`src/rtl/hft_pkg.sv`:
```
// -----------------------------------------------------------------------------
// hft_pkg
// Shared constants and encodings for the trading-signal datapath.
//   RSI_W   : width of an RSI word
//   RSI_HI  : overbought threshold (RSI strictly above this raises out1)
//   RSI_LO  : oversold threshold (RSI strictly below this raises out2)
//   sig_e   : {out1,out2} signal encoding handed to order-decision logic
// -----------------------------------------------------------------------------
package hft_pkg;

  localparam int RSI_W  = 32;
  localparam int RSI_HI = 70;
  localparam int RSI_LO = 30;

  // {out1,out2}; 2'b11 is not produced by the threshold unit
  typedef enum logic [1:0] {
    SIG_HOLD = 2'b00,
    SIG_BUY  = 2'b01,
    SIG_SELL = 2'b10
  } sig_e;

  function automatic logic [1:0] pack_sig(input logic out1, input logic out2);
    return {out1, out2};
  endfunction

endpackage

```
`src/rtl/rr_arbiter.sv`:
```
// -----------------------------------------------------------------------------
// rr_arbiter
// Combinational round-robin priority picker, reusable for any shared unit.
// Grants the first requester at or above ptr, wrapping from N-1 back to 0.
//   ptr       in  ID_W  highest-priority index this cycle
//   req       in  N     request vector
//   grant     out N     one-hot grant (all-zero when no request)
//   grant_idx out ID_W  index of the granted requester (0 when none)
//   any       out 1     a grant was issued
// -----------------------------------------------------------------------------
module rr_arbiter #(
  parameter int N    = 4,
  parameter int ID_W = (N > 1) ? $clog2(N) : 1
) (
  input  logic [ID_W-1:0] ptr,
  input  logic [N-1:0]    req,
  output logic [N-1:0]    grant,
  output logic [ID_W-1:0] grant_idx,
  output logic            any
);

  // First pass covers ptr..N-1; the second pass only matters when nothing
  // at or above ptr is requesting, giving the wrap to the low indices.
  always_comb begin
    grant     = '0;
    grant_idx = '0;
    any       = 1'b0;
    for (int i = 0; i < N; i++) begin
      if (!any && req[i] && (i >= int'(ptr))) begin
        any       = 1'b1;
        grant[i]  = 1'b1;
        grant_idx = ID_W'(i);
      end
    end
    for (int i = 0; i < N; i++) begin
      if (!any && req[i]) begin
        any       = 1'b1;
        grant[i]  = 1'b1;
        grant_idx = ID_W'(i);
      end
    end
  end

endmodule

```
`src/rtl/rsi.sv`:
```
// -----------------------------------------------------------------------------
// rsi
// Combinational RSI threshold unit.
//   RSI  in  RSI_W  relative-strength value
//   out1 out  1     overbought (RSI > RSI_HI)
//   out2 out  1     oversold   (RSI < RSI_LO)
// -----------------------------------------------------------------------------
module rsi
  import hft_pkg::*;
(
  input  logic [RSI_W-1:0] RSI,
  output logic             out1,
  output logic             out2
);

  assign out1 = (RSI > RSI_W'(RSI_HI));
  assign out2 = (RSI < RSI_W'(RSI_LO));

endmodule

```
`src/rtl/rsi_arbiter.sv`:
```
// -----------------------------------------------------------------------------
// rsi_arbiter
// Shares one combinational rsi threshold unit between N_CH symbol channels.
// A round-robin arbiter selects one channel per cycle; the thresholded result
// is registered with the channel id and a per-channel change flag, and offered
// downstream over a valid/ready handshake.
//   clk         in  1       clock, rising edge
//   rst_n       in  1       asynchronous active-low reset
//   req_valid   in  N_CH    channel i has a value pending
//   req_rsi     in  N_CH*W  channel i value at [i*W +: W]
//   req_ready   out N_CH    one-hot accept
//   res_valid   out 1       result register full
//   res_ready   in  1       downstream accepts result
//   res_id      out ID_W    channel of the result
//   res_rsi     out W       evaluated RSI value
//   res_out1    out 1       overbought flag
//   res_out2    out 1       oversold flag
//   res_changed out 1       {out1,out2} differs from channel's last result
// -----------------------------------------------------------------------------
module rsi_arbiter
  import hft_pkg::*;
#(
  parameter int N_CH = 4,
  parameter int W    = RSI_W,
  parameter int ID_W = $clog2(N_CH)
) (
  input  logic              clk,
  input  logic              rst_n,
  input  logic [N_CH-1:0]   req_valid,
  input  logic [N_CH*W-1:0] req_rsi,
  output logic [N_CH-1:0]   req_ready,
  output logic              res_valid,
  input  logic              res_ready,
  output logic [ID_W-1:0]   res_id,
  output logic [W-1:0]      res_rsi,
  output logic              res_out1,
  output logic              res_out2,
  output logic              res_changed
);

  logic [ID_W-1:0] rr_ptr;
  logic [1:0]      last_sig [N_CH];
  logic [N_CH-1:0] seen;

  logic            issue;
  logic [N_CH-1:0] arb_req;
  logic [N_CH-1:0] grant;
  logic [ID_W-1:0] grant_idx;
  logic            grant_any;
  logic [W-1:0]    rsi_in;
  logic            rsi_out1;
  logic            rsi_out2;
  logic [1:0]      cur_sig;
  logic            changed_next;
  logic [ID_W-1:0] ptr_next;

  // A new result may be loaded when the register is empty or being drained.
  assign issue   = !res_valid | res_ready;
  assign arb_req = issue ? req_valid : '0;

  rr_arbiter #(
    .N    (N_CH),
    .ID_W (ID_W)
  ) u_arb (
    .ptr       (rr_ptr),
    .req       (arb_req),
    .grant     (grant),
    .grant_idx (grant_idx),
    .any       (grant_any)
  );

  assign req_ready = grant;

  // Without a grant the unit's output is ignored, but the lowest valid
  // channel is still steered in so the input is never floating.
  always_comb begin
    rsi_in = '0;
    for (int i = N_CH - 1; i >= 0; i--) begin
      if (req_valid[i]) begin
        rsi_in = req_rsi[i*W +: W];
      end
    end
    for (int i = 0; i < N_CH; i++) begin
      if (grant[i]) begin
        rsi_in = req_rsi[i*W +: W];
      end
    end
  end

  rsi u_rsi (
    .RSI  (rsi_in),
    .out1 (rsi_out1),
    .out2 (rsi_out2)
  );

  assign cur_sig = pack_sig(rsi_out1, rsi_out2);

  // First result of a channel since reset always counts as a change.
  always_comb begin
    changed_next = 1'b0;
    for (int i = 0; i < N_CH; i++) begin
      if (grant[i]) begin
        changed_next = (cur_sig != last_sig[i]) | !seen[i];
      end
    end
  end

  assign ptr_next = (grant_idx == ID_W'(N_CH - 1)) ? '0 : grant_idx + ID_W'(1);

  always_ff @(posedge clk or negedge rst_n) begin
    if (!rst_n) begin
      res_valid   <= 1'b0;
      res_id      <= '0;
      res_rsi     <= '0;
      res_out1    <= 1'b0;
      res_out2    <= 1'b0;
      res_changed <= 1'b0;
      rr_ptr      <= '0;
      seen        <= '0;
      for (int i = 0; i < N_CH; i++) begin
        last_sig[i] <= 2'b00;
      end
    end else begin
      if (grant_any) begin
        res_valid   <= 1'b1;
        res_id      <= grant_idx;
        res_rsi     <= rsi_in;
        res_out1    <= rsi_out1;
        res_out2    <= rsi_out2;
        res_changed <= changed_next;
        rr_ptr      <= ptr_next;
        for (int i = 0; i < N_CH; i++) begin
          if (grant[i]) begin
            last_sig[i] <= cur_sig;
            seen[i]     <= 1'b1;
          end
        end
      end else if (res_ready) begin
        res_valid <= 1'b0;
      end
    end
  end

endmodule

```
`config.mk`:
```
export PLATFORM = sky130hd
export DESIGN_NAME = rsi_arbiter
export DESIGN_NICKNAME = d
export VERILOG_FILES = /design/src/rtl/hft_pkg.sv /design/src/rtl/rr_arbiter.sv /design/src/rtl/rsi.sv /design/src/rtl/rsi_arbiter.sv
export SDC_FILE = /design/constraint.sdc
export NUM_CORES = 1
export LEC_CHECK = 0
export CORE_ASPECT_RATIO = 0.7
export CORE_UTILIZATION = 38
export DETAILED_ROUTE_END_ITERATION = 8
export PLACE_DENSITY = 0.75
export SYNTH_ARGS = -nofsm -noshare
export SYNTH_HDL_FRONTEND = slang
export SYNTH_SLANG_ARGS = --single-unit
```
`constraint.sdc`:
```
create_clock -name clk -period 3 [get_ports clk]
set_input_delay 0.45 -clock clk [delete_from_list [all_inputs] [get_ports clk]]
set_output_delay 0.45 -clock clk [all_outputs]
set_load 0.02 [all_outputs]
```
==> results of run 1 <==
[Yosys cell counts (3+ instances only)]
cell / instances / area [um^2]
inv_1: 6 / 22.5
buf_2: 17 / 85.1
a221o_1: 9 / 90.1
nor2_1: 23 / 86.3
a211oi_1: 7 / 52.6
o21ai_1: 11 / 55.1
nand4_1: 8 / 50.1
a22oi_1: 4 / 30.0
a31oi_1: 3 / 18.8
a211o_1: 7 / 61.3
a21o_1: 5 / 37.5
o31ai_1: 5 / 37.5
o211ai_1: 9 / 67.6
dfrtp_1: 52 / 1300
buf_6: 3 / 33.8
nand2b_1: 8 / 50.1
and2_1: 16 / 100
clkbuf_1: 20 / 75.1
inv_2: 4 / 15.0
a21oi_1: 9 / 45.0
nor2b_1: 4 / 25.0
o32ai_1: 6 / 52.6
nor3_1: 5 / 25.0
nand3_1: 15 / 75.1
o311a_1: 4 / 40.0
o22ai_1: 19 / 119
buf_1: 7 / 26.3
o21ai_0: 16 / 80.1
nand2_1: 65 / 244
xor2_1: 4 / 35.0
a32oi_1: 21 / 184
mux2_2: 17 / 191
a221oi_1: 19 / 166
o21a_1: 16 / 120
nor4_2: 3 / 37.5
[final timing paths]
path / end / slack [ps] / cells past startpoint
hold reg to reg: res_rsi[13] / 480 / 2
min in group clk: res_rsi[13] / 480 / 2
setup / recovery: res_changed / -320 / 16
setup reg to reg: res_changed / -320 / 16
max in group asynchronous: res_rsi[18] / 2090 / 2
hold / removal: res_rsi[20] / 140 / 1
[cells by family (layout without fill, tap and decap cells)]
logic type      after synthesis  after routing
compound gates              193            193
simple gates                163            163
mux                          19             19
fa+ha+maj                     1              1
xor+xnor                      6              6
flops                        52             52
buf+inv                      59            368
[flip-flops by register name, summed over array words and instances, names as in the netlist]
register     count
res_changed      1
res_id           2
res_out2         1
seen             4
rr_ptr           2
res_rsi         32
res_out1         1
res_valid        1
last_sig         8
[cell type report]
cell class	instances	area (um^2)
multi-input combinational	382	2930
sequential	52	1300
timing repair buffer	350	3240
fill	763	2700
clock buffer	6	129
inverter	10	55.1
tap	148	185
clock inverter	2	38.8
[through the flow]
step / TNS, ps / std cells
2_1_floorplan: -37.0 / 493
3_3_place_gp: -6310 / 914
3_5_place_dp: -6910 / 914
4_1_cts: -300 / 943
5_1_grt: -2480 / 950
6_report: -1630 / 950
[layer usage]
metal | GRT usage | part of all wire | vias to the layer above | wire, um
met5 | 0 | 0 | - | 0
met2 | 0.542 | 0.43 | 443 | 9050
met1 | 0.494 | 0.43 | 2790 | 9050
met4 | 0.0980 | 0.029 | 0 | 607
li1 | - | - | 2540 | -
met3 | 0.0895 | 0.11 | 60 | 2320
[power breakdown]
part / leakage, nW / switching (W) / internal, W
sequential: 0.614 / 0.000175 / 0.000921
clock: 0.0815 / 0.000271 / 0.000398
combinational: 2.64 / 0.00149 / 0.00153
total: 3.34 / 0.00193 / 0.00285
[timing repair]
action,in CTS,in global routing
setup buffers,19,7
hold endpoints to repair,0,0
cloned,2,0
endpoints found under the setup margin,13,11
gates resized for setup,51,37
pin swaps,28,18
==> flow_metrics.py, run 1 <==
metrics = {
    "synth": {
        "ys_ff_latch": 52,
        "async_flop_share": 1.00,
        "syn_nets": 629,
        "yosysSeqAreaShare": 0.307,
        "syn_area_mm2": 0.00424,
        "synthMuxAreaShare": 0.0499,
        "synth_edf_count": 0,
        "synth-simple-area-share": 0.210,
        "synthAdderAreaFrac": 0.00295,
        "syn_avg_cell_area_um2": 8.60,
        "yosysUniqueCellTypes": 69,
        "synth-compound-area-share": 0.354,
        "yosys_warnings": 0,
        "synth_top_family_by_area": "compound AO/OA/AOI/OAI gates",
        "synth_flop_cell": "dfrtp_1",
        "syn_inst": 493,
        "synth_xor_area_frac": 0.0124,
    },
    "finish": {
        "stdcell_area_mm2": 0.00789,
        "drive_gt1_frac": 0.333,
        "mostFrequentLayoutCells": "168 x clkdlybuf4s50_1, 150 x buf_4, 64 x nand2_1",
        "nets": 937,
        "post-route-util": 0.745,
        "areaGrowthSynthToFinish_pct": 86.0,
        "final_common_cell": "clkdlybuf4s50_1",
        "diodes": 0,
    },
    "critical_path": {
        "crit_required_ps": 3180,
        "crit_chain": "buf_4 > o21ai_4 > o2111ai_4 > buf_8 > buf_12 > o22ai_1 > o211ai_1 > nor4_2 > buf_4 > nand4_4 > buf_6 > nor3_4 > xnor2_1 > nand4_1 > a31oi_1 > o21ai_1",
        "critPathMaxStageDelay_ps": 500,
        "crit_buf_inv": 5,
        "crit_family": "compound AO/OA/AOI/OAI gates",
        "cp-end-kind": "flip-flop",
        "crit_path_max_fanout": 7,
        "start_kind": "flip-flop",
        "r2r_start": "rr_ptr[1]",
        "crit_top_cell": "buf_4",
        "crit_type": "reg2reg",
        "critPathSlowestCell": "dfrtp_2",
        "arrival_ps": 3500,
        "critPathLaunch": "rr_ptr[1]",
    },
    "timing": {
        "rsz0062_at_grt": "true",
        "report.final.slew_viol_count": 0,
        "slew_headroom": 0.566,
        "tightest_slew_ps": 649,
        "fmax_ghz": 0.301,
        "finalHoldViolCount": 0,
        "fin_ws_ps": -317,
        "fin_skew_ps": 1.76,
        "fin_crit_ps": 3320,
        "setup_violations": 9,
        "finalCritPeriodShare": 1.11,
        "holdWs_ps": 138,
    },
    "flow_run": {
        "cap_violations": 0,
    },
    "floorplan": {
        "die_width_um": 128,
        "die-area_mm2": 0.0116,
        "start_util": 0.400,
        "die_y_um": 90.4,
        "coreArea_mm2": 0.0106,
        "num_rows": 31,
        "ios": 177,
    },
    "global_routing": {
        "grt_use_total": 0.355,
        "grt_pass1_vias": 5751,
        "antenna_found_initial": 0,
        "grt_pass1_wl_um": 31500,
        "overflow": 0,
        "grt_max_degree": 32,
    },
    "clock_network": {
        "clockBufferDepth": 2,
        "cts_num_sinks": 52,
        "cts_inserted_buffers": 5,
        "root_buffer": "clkbuf_16",
        "clk_latency_ps": 300,
        "postCtsHoldBufs": 0,
        "cts_tree": "yes",
        "h-tree-depth": 2,
        "clk_pin_slew_ps": 70,
    },
    "routing": {
        "vias": 5833,
        "antenna_left": 0,
        "wl_per_cell_um": 22.1,
        "dr.pass1.iters": 6,
        "drt-vias-per-instance": 6.14,
        "drc_errors": 0,
        "drt-initial-drc-count": 604,
        "totalWireLength_um": 21000,
    },
    "power": {
        "total_power_w": 0.00478,
        "vdd_drop_max_uv": 532,
        "p_per_area_mw_per_mm2": 607,
        "p_leak_nw": 3.34,
    },
    "placed_design": {
        "place_area_mm2": 0.00716,
        "io_buffers": 176,
        "post-place-ws_ps": -873,
        "hpwl_um": 15400,
        "routabilityCongestion": 0.956,
    },
    "run_status": {
        "status": "finished with violations",
        "violations": "negative setup slack",
    },
    "hold_path": {
        "hp-class": "in2async",
    },
}
(Power assumes the default switching activity.)
==> run 2, diff against run 1 <==
- PLACE_DENSITY: 0.75 -> default
- PLACE_DENSITY_LB_ADDON: default -> 0.2
==> run 2 against run 1 <==
  * The flow still finishes with violations (negative setup slack)
  * Final cell count increased by 1.8%
  * Non-clock buffer count increased by 17
  * Sequential share of layout area decreased by 0.44 points
  * Maximum frequency decreased by 2.7%
  * Sequential cell count unchanged
  * Power increased by 3.1%
  * Clock skew increased by 3.8 ps
  * Combinational power increased by 6.6%
  * Utilization increased by 2.1 points
  * Critical endpoint unchanged
  * Largest cell class unchanged
  * Largest power group unchanged
==> flow_metrics.py, run 2 (synthesized netlist as in run 1, its figures left out) <==
metrics = {
    "clock_network": {
        "clk_pin_slew_ps": 80,
        "cts_num_sinks": 52,
        "root_buffer": "clkbuf_16",
        "clk_latency_ps": 300,
        "cts_inserted_buffers": 5,
        "h-tree-depth": 2,
        "cts_tree": "yes",
        "clockBufferDepth": 2,
    },
    "timing": {
        "finalHoldViolCount": 0,
        "fin_ws_ps": -409,
        "report.final.slew_viol_count": 0,
        "rsz0062_at_grt": "true",
        "slew_headroom": 0.540,
        "fin_crit_ps": 3410,
        "finalCritPeriodShare": 1.14,
        "fmax_ghz": 0.293,
        "fin_skew_ps": 5.55,
        "setup_violations": 3,
        "tightest_slew_ps": 682,
        "tns_ps": -490,
        "holdWs_ps": 37.1,
    },
    "critical_path": {
        "crit_path_max_fanout": 11,
        "crit_buf_inv": 4,
        "r2r_cells": 15,
        "start_kind": "flip-flop",
        "crit_top_cell": "buf_4",
        "rrSetupSlack_ps": -410,
        "crit_type": "reg2reg",
        "crit_family": "compound AO/OA/AOI/OAI gates",
        "critPathMaxStageDelay_ps": 510,
        "crit_required_ps": 3190,
        "r2r_start": "rr_ptr[1]",
        "arrival_ps": 3600,
        "r2r_end": "res_changed",
        "crit_chain": "a21oi_4 > o2111ai_4 > buf_6 > bufbuf_16 > o311a_4 > o21ai_4 > nor4_4 > buf_4 > nand4_4 > nor3_4 > buf_4 > xor2_1 > a41oi_1 > a31oi_1 > o21ai_1",
        "cp-end-kind": "flip-flop",
        "critPathSlowestCell": "dfrtp_2",
    },
    "global_routing": {
        "antenna_found_initial": 0,
        "use_met2": 0.562,
        "grt_pass1_vias": 6002,
        "grt_pass1_wl_um": 33400,
        "overflow": 0,
        "met1_usage": 0.535,
        "grt_max_degree": 39,
        "grt_use_total": 0.377,
        "busiest_layer": "met2",
        "grt_use_met3": 0.0829,
    },
    "finish": {
        "fillers": 736,
        "drive_gt1_frac": 0.353,
        "mostFrequentLayoutCells": "169 x clkdlybuf4s50_1, 168 x buf_4, 64 x nand2_1",
        "areaGrowthSynthToFinish_pct": 91.1,
        "diodes": 0,
        "post-route-util": 0.765,
        "regMostFlops": "res_rsi",
        "nets": 954,
        "final_common_cell": "clkdlybuf4s50_1",
        "final_cells": 967,
        "reg_top3": "res_rsi (32), last_sig (8), seen (4)",
        "largest_reg_flops": 32,
    },
    "routing": {
        "totalWireLength_um": 22600,
        "wl_per_cell_um": 23.4,
        "dr.pass1.iters": 5,
        "drc_errors": 0,
        "drt-initial-drc-count": 778,
        "vias": 6064,
        "antenna_left": 0,
        "drt-vias-per-instance": 6.27,
    },
    "floorplan": {
        "start_util": 0.400,
        "num_rows": 31,
        "ios": 177,
        "die_y_um": 90.4,
        "coreArea_mm2": 0.0106,
        "die-area_mm2": 0.0116,
        "die_width_um": 128,
    },
    "power": {
        "p_seq_frac": 0.221,
        "p_leak_nw": 3.43,
        "p_int_w": 0.00288,
        "total_power_w": 0.00493,
        "p_comb_frac": 0.654,
        "pwr-share-clk": 0.125,
        "p_per_area_mw_per_mm2": 609,
        "power_switching_w": 0.00205,
        "p_sw_frac": 0.416,
        "vdd_drop_max_uv": 423,
    },
    "flow_run": {
        "cap_violations": 0,
    },
    "run_status": {
        "status": "finished with violations",
        "violations": "negative setup slack",
    },
    "hold_path": {
        "hp-class": "in2async",
    },
    "placed_design": {
        "routabilityCongestion": 1.00,
        "dp_cells": 923,
        "io_buffers": 176,
        "hpwl_um": 16200,
    },
}
[run 2: changes by cell type in the layout (fill, tap and decap cells not counted), moves of 3 or more]
cell	change
o21ai_2	-3
buf_4	+18
o22ai_1	-3
buf_6	-5
[run 2: metrics by stage]
| step | worst slack (ps) | area (um^2) |
|---|---|---|
| after global routing | -572 | 8100 |
| after detailed placement | -977 | 7240 |
| final | -409 | 8100 |
| after floorplan | -37.0 | 4240 |
| after CTS | -233 | 7750 |
| after global placement | -822 | 7240 |
[run 2: area by class of cell]
type / instances / area [um^2] / area share
inverter: 10 / 45.0 / 0.00556
timing repair buffer: 367 / 3400 / 0.420
clock inverter: 3 / 27.5 / 0.00340
sequential: 52 / 1300 / 0.161
tap: 148 / 185 / 0.0229
multi-input combinational: 382 / 3010 / 0.372
clock buffer: 5 / 125 / 0.0154
[run 2: power by group through the flow]
stage | combinational (W) | clock [W] | sequential (W)
floorplan | 0.00102 | 0 | 0.00127
global placement | 0.00264 | 0 | 0.00108
detailed placement | 0.00266 | 0 | 0.00108
CTS | 0.00290 | 0.000624 | 0.00108
global route | 0.00335 | 0.000642 | 0.00111
finish | 0.00322 | 0.000617 | 0.00109
[run 2: layer usage]
| layer | up-vias | share of wire | wire [um] |
|---|---|---|---|
| met4 | 0 | 0.038 | 861 |
| met5 | - | 0 | 0 |
| met3 | 99 | 0.12 | 2730 |
| met1 | 2873 | 0.42 | 9480 |
| li1 | 2576 | - | - |
| met2 | 516 | 0.42 | 9560 |
[run 2: how the worst max path moves through the flow]
stage | start | to | depth (start not counted)
6_report | rr_ptr[1] | res_changed | 15
5_1_grt | rr_ptr[1] | res_changed | 15
4_1_cts | rr_ptr[0] | res_changed | 14
3_5_place_dp | req_valid[0] | res_changed | 15
3_3_place_gp | req_valid[0] | res_changed | 16
2_1_floorplan | req_valid[1] | res_changed | 14
[run 2: timing repair]
item,4_1_cts,5_1_grt
buffers inserted,16,19
resized for setup,47,39
pin swaps,12,24
cloned,2,1
endpoints found under the setup margin,14,12
hold buffers,0,0
